===== src/rtl/touch_pkg.sv =====
// Shared encodings for touch-pad key controllers: LED modes and gesture states.
package touch_pkg;

  // LED mode as seen on the mode output; value 3 is never produced.
  typedef enum logic [1:0] {
    MODE_OFF   = 2'd0,
    MODE_ON    = 2'd1,
    MODE_BLINK = 2'd2
  } mode_e;

  // Gesture classifier states.
  typedef enum logic [2:0] {
    IDLE  = 3'd0,
    PRESS = 3'd1,
    WAIT2 = 3'd2,
    LHOLD = 3'd3,
    DHOLD = 3'd4
  } gest_e;

  // Mode reached after a classified gesture event (only one of s/d/l is ever set).
  function automatic mode_e mode_after_event(input mode_e cur, input logic s,
                                             input logic d, input logic l);
    mode_e nxt;
    nxt = cur;
    if (l) begin
      nxt = MODE_OFF;
    end else if (d) begin
      nxt = MODE_BLINK;
    end else if (s) begin
      case (cur)
        MODE_OFF:   nxt = MODE_ON;
        MODE_ON:    nxt = MODE_OFF;
        MODE_BLINK: nxt = MODE_OFF;
        default:    nxt = MODE_OFF;
      endcase
    end else begin
      nxt = cur;
    end
    return nxt;
  endfunction

endpackage


===== src/rtl/touch_debounce.sv =====
// Two-flop synchroniser plus stability-counter debounce for the raw touch pad.
// rise_o/fall_o are asserted in the cycle *before* touch_db_o changes, so a
// consumer registering on them acts on the same edge the debounced level moves.
module touch_debounce
  import touch_pkg::*;
#(
  parameter int unsigned DEB_CYC = 1_000_000
) (
  input  logic clk_i,
  input  logic rst_ni,
  input  logic touch_i,
  output logic touch_db_o,
  output logic rise_o,
  output logic fall_o
);

  localparam int unsigned CW = $clog2(DEB_CYC + 1);
  localparam logic [CW-1:0] CNT_MAX = CW'(DEB_CYC - 32'd1);

  logic          sync1_q, sync2_q;
  logic          db_q, db_d;
  logic [CW-1:0] cnt_q, cnt_d;

  // Debounce next state: count while synced input disagrees, adopt it after DEB_CYC cycles.
  always_comb begin
    db_d  = db_q;
    cnt_d = cnt_q;
    if (sync2_q == db_q) begin
      cnt_d = {CW{1'b0}};
    end else if (cnt_q >= CNT_MAX) begin
      db_d  = sync2_q;
      cnt_d = {CW{1'b0}};
    end else begin
      cnt_d = cnt_q + CW'(1'b1);
    end
  end

  // Synchroniser, debounced level and stability counter registers.
  always_ff @(posedge clk_i) begin
    if (!rst_ni) begin
      sync1_q <= 1'b0;
      sync2_q <= 1'b0;
      db_q    <= 1'b0;
      cnt_q   <= {CW{1'b0}};
    end else begin
      sync1_q <= touch_i;
      sync2_q <= sync1_q;
      db_q    <= db_d;
      cnt_q   <= cnt_d;
    end
  end

  assign touch_db_o = db_q;
  assign rise_o     = ~db_q & db_d;
  assign fall_o     = db_q & ~db_d;

endmodule


===== src/rtl/touch_led_ctrl.sv =====
// Touch pad to LED controller: debounce, gesture classification
// (short / double / long press) and LED mode FSM with blink generator.
module touch_led_ctrl
  import touch_pkg::*;
#(
  parameter int unsigned DEB_CYC    = 1_000_000,
  parameter int unsigned LONG_CYC   = 50_000_000,
  parameter int unsigned DBL_CYC    = 15_000_000,
  parameter int unsigned BLINK_HALF = 12_500_000
) (
  input  logic       sys_clk,
  input  logic       sys_rst_n,
  input  logic       touch,
  output logic       led,
  output logic [1:0] mode,
  output logic       ev_short,
  output logic       ev_double,
  output logic       ev_long
);

  localparam int unsigned HW = $clog2(LONG_CYC + 1);
  localparam int unsigned GW = $clog2(DBL_CYC + 1);
  localparam int unsigned BW = $clog2(BLINK_HALF + 1);
  localparam logic [HW-1:0] HOLD_MAX  = HW'(LONG_CYC - 32'd1);
  localparam logic [GW-1:0] GAP_MAX   = GW'(DBL_CYC - 32'd1);
  localparam logic [BW-1:0] BLINK_MAX = BW'(BLINK_HALF - 32'd1);

  logic db_s, rise_s, fall_s;

  gest_e         gest_q, gest_d;
  logic [HW-1:0] hold_q, hold_d;
  logic [GW-1:0] gap_q, gap_d;
  logic          ev_short_q, ev_short_d;
  logic          ev_double_q, ev_double_d;
  logic          ev_long_q, ev_long_d;
  mode_e         mode_q, mode_d;
  logic          led_q, led_d;
  logic [BW-1:0] blink_q, blink_d;

  touch_debounce #(
    .DEB_CYC (DEB_CYC)
  ) u_deb (
    .clk_i      (sys_clk),
    .rst_ni     (sys_rst_n),
    .touch_i    (touch),
    .touch_db_o (db_s),
    .rise_o     (rise_s),
    .fall_o     (fall_s)
  );

  // Gesture classifier: next state, hold/gap counters and one-cycle event pulses.
  always_comb begin
    gest_d      = gest_q;
    hold_d      = hold_q;
    gap_d       = gap_q;
    ev_short_d  = 1'b0;
    ev_double_d = 1'b0;
    ev_long_d   = 1'b0;
    case (gest_q)
      IDLE: begin
        if (rise_s) begin
          gest_d = PRESS;
          hold_d = {HW{1'b0}};
        end else begin
          gest_d = IDLE;
        end
      end
      PRESS: begin
        if (hold_q >= HOLD_MAX) begin
          ev_long_d = 1'b1;
          gest_d    = LHOLD;
        end else if (fall_s) begin
          gest_d = WAIT2;
          gap_d  = {GW{1'b0}};
        end else begin
          hold_d = hold_q + HW'(1'b1);
        end
      end
      WAIT2: begin
        if (rise_s && (gap_q < GAP_MAX)) begin
          ev_double_d = 1'b1;
          gest_d      = DHOLD;
        end else if (gap_q >= GAP_MAX) begin
          // Gap expired: the first press was a short one. A press landing on
          // this very cycle is kept as the start of a new gesture.
          ev_short_d = 1'b1;
          hold_d     = {HW{1'b0}};
          gest_d     = rise_s ? PRESS : IDLE;
        end else begin
          gap_d = gap_q + GW'(1'b1);
        end
      end
      LHOLD: begin
        if (!db_s) begin
          gest_d = IDLE;
        end else begin
          gest_d = LHOLD;
        end
      end
      DHOLD: begin
        if (!db_s) begin
          gest_d = IDLE;
        end else begin
          gest_d = DHOLD;
        end
      end
      default: begin
        gest_d = IDLE;
      end
    endcase
  end

  // LED mode and drive: mode follows the registered event, blink restarts lit on entry.
  always_comb begin
    mode_d  = mode_after_event(mode_q, ev_short_q, ev_double_q, ev_long_q);
    led_d   = led_q;
    blink_d = blink_q;
    case (mode_d)
      MODE_OFF: begin
        led_d   = 1'b0;
        blink_d = {BW{1'b0}};
      end
      MODE_ON: begin
        led_d   = 1'b1;
        blink_d = {BW{1'b0}};
      end
      MODE_BLINK: begin
        if (mode_q != MODE_BLINK) begin
          led_d   = 1'b1;
          blink_d = {BW{1'b0}};
        end else if (blink_q >= BLINK_MAX) begin
          led_d   = ~led_q;
          blink_d = {BW{1'b0}};
        end else begin
          blink_d = blink_q + BW'(1'b1);
        end
      end
      default: begin
        led_d   = 1'b0;
        blink_d = {BW{1'b0}};
      end
    endcase
  end

  // State registers for gesture FSM, events, mode, LED and blink counter.
  always_ff @(posedge sys_clk) begin
    if (!sys_rst_n) begin
      gest_q      <= IDLE;
      hold_q      <= {HW{1'b0}};
      gap_q       <= {GW{1'b0}};
      ev_short_q  <= 1'b0;
      ev_double_q <= 1'b0;
      ev_long_q   <= 1'b0;
      mode_q      <= MODE_OFF;
      led_q       <= 1'b0;
      blink_q     <= {BW{1'b0}};
    end else begin
      gest_q      <= gest_d;
      hold_q      <= hold_d;
      gap_q       <= gap_d;
      ev_short_q  <= ev_short_d;
      ev_double_q <= ev_double_d;
      ev_long_q   <= ev_long_d;
      mode_q      <= mode_d;
      led_q       <= led_d;
      blink_q     <= blink_d;
    end
  end

  assign led       = led_q;
  assign mode      = mode_q;
  assign ev_short  = ev_short_q;
  assign ev_double = ev_double_q;
  assign ev_long   = ev_long_q;

endmodule


===== config.mk =====
export PLATFORM = sky130hd
export DESIGN_NAME = touch_led_ctrl
export DESIGN_NICKNAME = d
export VERILOG_FILES = /design/src/rtl/touch_pkg.sv /design/src/rtl/touch_debounce.sv /design/src/rtl/touch_led_ctrl.sv
export SDC_FILE = /design/constraint.sdc
export NUM_CORES = 1
export LEC_CHECK = 0
export ABC_CLOCK_PERIOD_IN_PS = 3730
export BUFFER_PORTS_ARGS = -buffer_cell sky130_fd_sc_hd__buf_2
export CAP_MARGIN = 20
export CORE_MARGIN = 8
export CORE_UTILIZATION = 45
export DETAILED_ROUTE_END_ITERATION = 7
export PLACE_DENSITY = 0.68
export SYNTH_ARGS = -nofsm -noshare
export SYNTH_HDL_FRONTEND = slang
export SYNTH_SLANG_ARGS = --single-unit

===== constraint.sdc =====
create_clock -name sys_clk -period 3.73 [get_ports sys_clk]
set_clock_uncertainty 0.2 [all_clocks]
set_input_delay 0.373 -clock sys_clk [delete_from_list [all_inputs] [get_ports sys_clk]]
set_output_delay 0.373 -clock sys_clk [all_outputs]
set_load 0.03 [all_outputs]

==> impl_metrics.ini, run 1 <==
[sta]
finalSetupTns_ps = 0
fmax_mhz = 314
worstMarginPinSlew_ps = 800
hold_ws_ps = 38.5
finalCritPeriodShare_pct = 85.4
setup_viol = 0
worst_slack_ps = 543
period_needed_ps = 3190
slew_viol_final = 0
relSlewSlack_pct = 46.0
rsz0062_at_grt = no
hold_viol = 0

[hold_path]
hp-class = input port to flop

[power_and_ir_drop]
powerDensity_nw_per_um2 = 375
ir_worst_vdd_uv = 274
leakage_nw = 1.70
power.total_w = 0.00209

[grt]
grtUsageTotal_pct = 14.2
grt_overflow_total = 0
grt_max_degree = 30
antenna_found_initial = 1
first_global_vias = 4038
grt_pass1_wl_um = 17600

[setup_path]
endpoint_kind = flop
slowest_delay_ps = 550
cp_cell_sequence = ha_1 > nand3_2 > o211ai_1 > a31oi_1 > or2_1 > a211o_1 > buf_4 > or3_1 > a21oi_1
crit_arrival_ps = 3260
slowest_stage = a211o_1
critPathKind = flop to flop
crit_required_ps = 3800
path_max_fanout = 28
critPathLaunchType = flop

[logic_synthesis]
ys_ff_latch = 106
synth_ff_type = dfxtp_1
synth_area_leaders = dfxtp_1, nor2_1, xnor2_1, xor2_1, a21oi_1
syn-num-nets = 625
ys_warn_count = 0
yosys.area.top_type = dfxtp_1
syn-mean-instance-area_um2 = 8.30
synth_cell_types = 60
yosysSeqAreaShare_pct = 41.5
async_flop_share_pct = 0
syn_area_um2 = 5110
synthCells = 616
yosysTopAreaCellShare_pct = 41.5
synth_edf_count = 0

[clock_tree]
clkLatencyLatePin_ps = 340
cts_resized = 0
post-cts-setup-buffer-count = 0
clk_path_buf_depth = 2
h-tree-depth = 3
clkSinkCount = 106
cts-root-buf = clkbuf_16
clkTransAtPathRegs_ps = 70
cts_tree = done
cts_buffers = 9
cts.hold.buffers_added = 0

[drt]
first_pass_iters = 5
num_vias = 4348
drc = 0
wl_per_cell_um = 13.6
drt_iter0_markers = 248
ant_nets = 0
viasPerCell = 5.68
drt-total-wl_um = 10400

[place]
dp_hpwl_um = 7360
port_buffers = 8
routabilityCongestion = 0.829
dp_slack_ps = 573
placed_area_um2 = 5280

[floorplan]
core_area_um2 = 11300
dieWidth_um = 123
start_util_pct = 45.4
dieArea_um2 = 15000
placementRows = 39
io_pins = 9
die_h_um = 123

[status]
outcome = completed

[final_layout]
syn2layout_area_growth_pct = 9.03
layout_common_cells = dfxtp_1, nor2_1, nand2_1
n_antenna_cell = 0
fin_nets = 629
design_area_um2 = 5580
drive_gt1_share_pct = 6.75
layout_commonest_cell = dfxtp_1

[flow_run]
cap_violations = 0
==> cell type report <==
| type | instances | area, µm² |
|---|---|---|
| tap | 143 | 179 |
| clock buffer | 11 | 253 |
| inverter | 21 | 78.8 |
| sequential | 106 | 2120 |
| timing repair buffer | 13 | 77.6 |
| clock inverter | 2 | 38.8 |
| multi-input combinational | 469 | 2830 |
| fill | 1067 | 5700 |
==> metrics by stage <==
step / util [%] / std cells
4_1_cts: 49.5 / 765
3_3_place_gp: 46.9 / 752
5_1_grt: 49.5 / 765
2_1_floorplan: - / 616
6_report: 49.5 / 765
3_5_place_dp: 46.9 / 752
==> cell usage after synthesis (all sizes together), types with 2 or more instances <==
master and n:
a2111o 2, or2 3, or3b 2, o31ai 15, dfxtp 106, nor2 87, a21o 2, a21oi 39
nand2b 5, a31oi 6, and2 6, clkbuf 15, and4 9, o311ai 2, mux2i 2, o211ai 3
nor3 13, buf 5, xnor2 25, or3 20, or4 16, nor4 4, ha 6, a211o 4
o21ai 21, xor2 24, o31a 4, nor2b 3, a211oi 12, o41ai 2, and3 16, nand2 50
nand3 36, inv 21, nand4 20
==> state kept, by name (all words and copies together), names as in the netlist <==
signal	cells
mode	2
gap_q	24
ev_long	1
u_deb.sync1_q	1
led	1
hold_q	26
blink_q	24
gest_q	3
ev_short	1
u_deb.sync2_q	1
u_deb.cnt_q	20
ev_double	1
u_deb.touch_db_o	1
==> power breakdown <==
group          switching, W  total [W]  internal [W]
sequential       0.00000104    0.00113       0.00113
combinational     0.0000167  0.0000218    0.00000507
clock              0.000389   0.000937      0.000547
==> worst paths after layout <==
| check | start | endpoint | slack, ps | depth (start not counted) |
|---|---|---|---|---|
| worst max-delay path | u_deb.cnt_q[0] | gap_q[14] | 540 | 9 |
| worst min-delay path | touch | u_deb.sync1_q | 40 | 2 |
| worst max register to register | u_deb.cnt_q[0] | gap_q[14] | 540 | 9 |
| worst min register to register | u_deb.sync1_q | u_deb.sync2_q | 260 | 1 |
==> per-layer routing <==
metal  GRT usage, %  share of wire [%]  routed length (µm)
met5              0               0.15                  16
met1           17.3                 48                4960
met2           23.9                 47                4860
met4           4.57               0.82                  85
met3           3.77                4.5                 468
==> critical path, delay by kind of cell, from the launching register on <==
family,cells,cell delay (ps)
AO/OA/AOI/OAI,4,1230
AND/OR/NAND/NOR,3,800
flip-flops,1,390
buffers and inverters,1,270
adder cells (fa/ha/maj),1,220
==> cells by family after synthesis <==
kind of cell / count (synthesis) / share of synthesized area [%]
DFF: 106 / 41.5
muxes: 2 / 0.392
adders and majority gates: 6 / 1.47
buffers and inverters: 41 / 3.23
AOI/OAI and AO/OA: 117 / 14.9
xor gates and xnor gates: 49 / 8.39
and+or+nand+nor: 295 / 30.1
Power figures use the tool's default switching activity.
==> run 2: changes to the inputs <==
CAP_MARGIN = default   (was 20)
CORE_ASPECT_RATIO = 1.75   (was default)
==> impl_metrics.ini, run 2 (synthesis gave the netlist of run 1 again) <==
[floorplan]
core_area_um2 = 11100
io_pins = 9
dieWidth_um = 96.6
start_util_pct = 46.1
placementRows = 51
dieArea_um2 = 15200
die_h_um = 157

[sta]
period_needed_ps = 3300
hold_viol = 0
finalCritPeriodShare_pct = 88.6
slew_viol_final = 0
worstMarginPinSlew_ps = 795
relSlewSlack_pct = 46.3
finalSetupTns_ps = 0
fmax_mhz = 303
rsz0062_at_grt = no
setup_viol = 0
worst_slack_ps = 427

[grt]
grtUsageTotal_pct = 15.5
grt_max_degree = 33
grt_pass1_wl_um = 19000
grt_overflow_total = 0
first_global_vias = 4246
antenna_found_initial = 0

[clock_tree]
clk_path_buf_depth = 2
cts-root-buf = clkbuf_16
cts_buffers = 9
clkSinkCount = 106
cts_resized = 0
cts_tree = done
h-tree-depth = 3
clkTransAtPathRegs_ps = 70
cts.hold.buffers_added = 0
clkLatencyLatePin_ps = 340
post-cts-setup-buffer-count = 0

[drt]
num_vias = 4437
first_pass_iters = 4
wl_per_cell_um = 14.8
drt_iter0_markers = 184
drt-total-wl_um = 11100
viasPerCell = 5.88
drc = 0
ant_nets = 0

[place]
dp_slack_ps = 490
dp_hpwl_um = 8070
routabilityCongestion = 0.865
port_buffers = 8

[power_and_ir_drop]
leakage_nw = 1.71
powerDensity_nw_per_um2 = 387
ir_worst_vdd_uv = 313

[setup_path]
critPathKind = flop to flop
critPathLaunchType = flop
endpoint_kind = flop
crit_arrival_ps = 3380
crit_required_ps = 3810
path_max_fanout = 32

[final_layout]
top_register = hold_q
layout_commonest_cell = dfxtp_1
layout_common_cells = dfxtp_1, nor2_1, nand2_1
largest_reg_flops = 26
n_antenna_cell = 0
syn2layout_area_growth_pct = 9.10
drive_gt1_share_pct = 6.75
top_regs = hold_q (26), blink_q (24), gap_q (24)
fin_nets = 628

[flow_run]
cap_violations = 0

[hold_path]
hp-class = input port to flop

[status]
outcome = completed
-- run 2: cell count changes in the layout (fill, tap and decap cells not counted), sizes merged --
cell    before  now
clkbuf      11   10
bufinv       1    2
clkinv       1    2
buf         13   12
-- run 2: final timing paths --
kind              slack, ps             to           start  depth (start not counted)
setup / recovery        430      gap_q[16]  u_deb.cnt_q[0]                          8
hold / removal           40  u_deb.sync1_q           touch                          2
setup reg to reg        430      gap_q[16]  u_deb.cnt_q[0]                          8
hold reg to reg         240  u_deb.sync2_q   u_deb.sync1_q                          1
-- run 2: layer usage --
layer | vias up | share of wire (%) | GRT usage [%]
met3 | 23 | 2.3 | 2.81
met2 | 55 | 54 | 27.6
li1 | 2214 | - | -
met4 | 0 | 2.9 | 8.49
met1 | 2145 | 41 | 16.4
met5 | - | 0 | 0
-- run 2: report_power, final --
part / switching [W] / total, W / internal, W / leakage [nW]
clock: 0.000401 / 0.00100 / 0.000601 / 0.155
sequential: 0.000000940 / 0.00113 / 0.00113 / 0.854
combinational: 0.0000164 / 0.0000215 / 0.00000509 / 0.703
-- run 2: worst max-delay path, cell delays in order, from the launching register on --
cell and delay, ps:
dfxtp_1 390, ha_1 240, nand3_2 170, o211ai_1 320, a31oi_1 240, or2_1 320, a211o_1 580, or4_1 620
a21oi_1 140
-- run 2: metrics by stage --
stage	cell area, µm²	hold WS [ps]	cells	util, %	total power (W)
2_1_floorplan	5110	212	616	-	0.00117
3_3_place_gp	5260	222	740	47.4	0.00118
3_5_place_dp	5260	229	740	47.4	0.00118
4_1_cts	5580	42.4	754	50.2	0.00219
5_1_grt	5580	49.8	754	50.2	0.00224
6_report	5580	44.9	754	50.2	0.00216
-- run 2: final cells by class --
type	instances	area (µm²)
Timing Repair Buffer	12	70.1
Inverter	21	78.8
Tap cell	132	165
Sequential cell	106	2120
Fill cell	1104	5520
Clock inverter	4	77.6
Multi-Input combinational cell	469	2830
Clock buffer	10	239
==> run 3: changes to the inputs <==
ABC_CLOCK_PERIOD_IN_PS = 3300   (was 3730)
clock period = 3.3 ns   (was 3.73 ns; I/O delays follow)
==> impl_metrics.ini, run 3 (synthesis gave the netlist of run 1 again) <==
[status]
outcome = completed

[clock_tree]
post-cts-setup-buffer-count = 0
h-tree-depth = 3
cts_buffers = 9
clkTransAtPathRegs_ps = 70
cts_tree = done
clk_path_buf_depth = 2
clkLatencyLatePin_ps = 340
cts-root-buf = clkbuf_16
clkSinkCount = 106

[final_layout]
drive_gt1_share_pct = 7.78
fin_nets = 634
layout_commonest_cell = dfxtp_1
layout_common_cells = dfxtp_1, nor2_1, nand2_1
layout.filler_cells = 1076
syn2layout_area_growth_pct = 9.54
top_register = hold_q
seq_area_um2 = 2120
largest_reg_flops = 26
n_antenna_cell = 0
multi_input_area_um2 = 2830
top_regs = hold_q (26), blink_q (24), gap_q (24)

[setup_path]
slowest_stage = a21o_1
critPathKind = flop to flop
critPathTopFamily = compound AO/OA/AOI/OAI gates
worstSetupStartpoint = gap_q[0]
crit_required_ps = 3380
cp_cell_sequence = ha_1 > and3_2 > nand3_2 > a211o_1 > a21o_2 > a21o_1 > buf_4 > or3_1 > a21oi_1
path_buf_inv = 1
r2r-start = gap_q[0]
slowest_delay_ps = 390
endpoint_kind = flop
path_max_fanout = 21
crit_arrival_ps = 3110
critPathLaunchType = flop

[sta]
setup_viol = 0
finalCritPeriodShare_pct = 92.1
hold_ws_ps = 170
worstMarginPinSlew_ps = 820
hold_viol = 0
period_needed_ps = 3040
relSlewSlack_pct = 44.7
slew_viol_final = 0
fmax_mhz = 329
finalSetupTns_ps = 0
rsz0062_at_grt = no

[grt]
grt_overflow_total = 0
antenna_found_initial = 0
grt_pass1_wl_um = 19100
first_global_vias = 4370
grt_max_degree = 27
grtUsageTotal_pct = 15.6

[drt]
wl_per_cell_um = 14.4
viasPerCell = 5.81
drc = 0
drt-total-wl_um = 11000
num_vias = 4426
first_pass_iters = 5
ant_nets = 0
drt_iter0_markers = 151

[power_and_ir_drop]
powerDensity_nw_per_um2 = 418
pwr-share-comb_pct = 1.1
leakage_nw = 1.73
swShare_pct = 21.0
ir_worst_vdd_uv = 274
power_frac_seq_pct = 54.7
power.total_w = 0.00234
clock_power_share_pct = 44.2
p_int_w = 0.00185
p_sw_w = 0.000492

[floorplan]
io_pins = 9
dieArea_um2 = 15200
placementRows = 51
dieWidth_um = 96.6
die_h_um = 157
start_util_pct = 46.1
core_area_um2 = 11100

[place]
port_buffers = 8
dp_hpwl_um = 8120
routabilityCongestion = 0.844

[hold_path]
hp-class = input port to flop
worstHoldStart = sys_rst_n

[flow_run]
cap_violations = 0
[run 3: stage by stage]
stage / utilization, % / cell area (µm²) / setup WS [ps] / instances
floorplan: - / 5110 / 560 / 616
global placement: 47.7 / 5300 / 334 / 745
detailed placement: 47.7 / 5300 / 284 / 745
CTS: 50.4 / 5600 / 257 / 762
global route: 50.5 / 5600 / 73.5 / 762
finish: 50.5 / 5600 / 261 / 762
[run 3: power groups by stage]
stage	Combinational, W	Sequential [W]	Clock, W
floorplan	0.0000167	0.00131	0
global placement	0.0000240	0.00131	0
detailed placement	0.0000244	0.00131	0
CTS	0.0000254	0.00128	0.00106
global route	0.0000272	0.00128	0.00112
finish	0.0000254	0.00128	0.00103
[run 3: routing by layer]
metal	wire length, µm	global-route usage [%]
met1	4460	16.7
met2	5920	27.3
met3	300	2.96
met4	331	8.85
met5	0	0
[run 3: layout make-up]
class / count / area share [%]
flip-flops and latches: 106 / 37.9
repair buffers: 18 / 2.10
inverters: 21 / 1.41
multi-input cells: 469 / 50.5
clock inverters: 4 / 0.603
well taps: 132 / 2.95
clock buffers: 12 / 4.58
[run 3: worst paths after layout]
path / to / slack [ps] / depth (start not counted)
min reg2reg: u_deb.sync2_q / 250 / 1
min: u_deb.sync1_q / 170 / 2
max reg2reg: hold_q[6] / 260 / 9
max: hold_q[6] / 260 / 9
[run 3: what timing repair did]
action / 4_1_cts / 5_1_grt
hold buffers: 1 / 0
hold endpoints to repair: 1 / 0
resized for setup: 0 / 1
setup endpoints to repair: 0 / 3
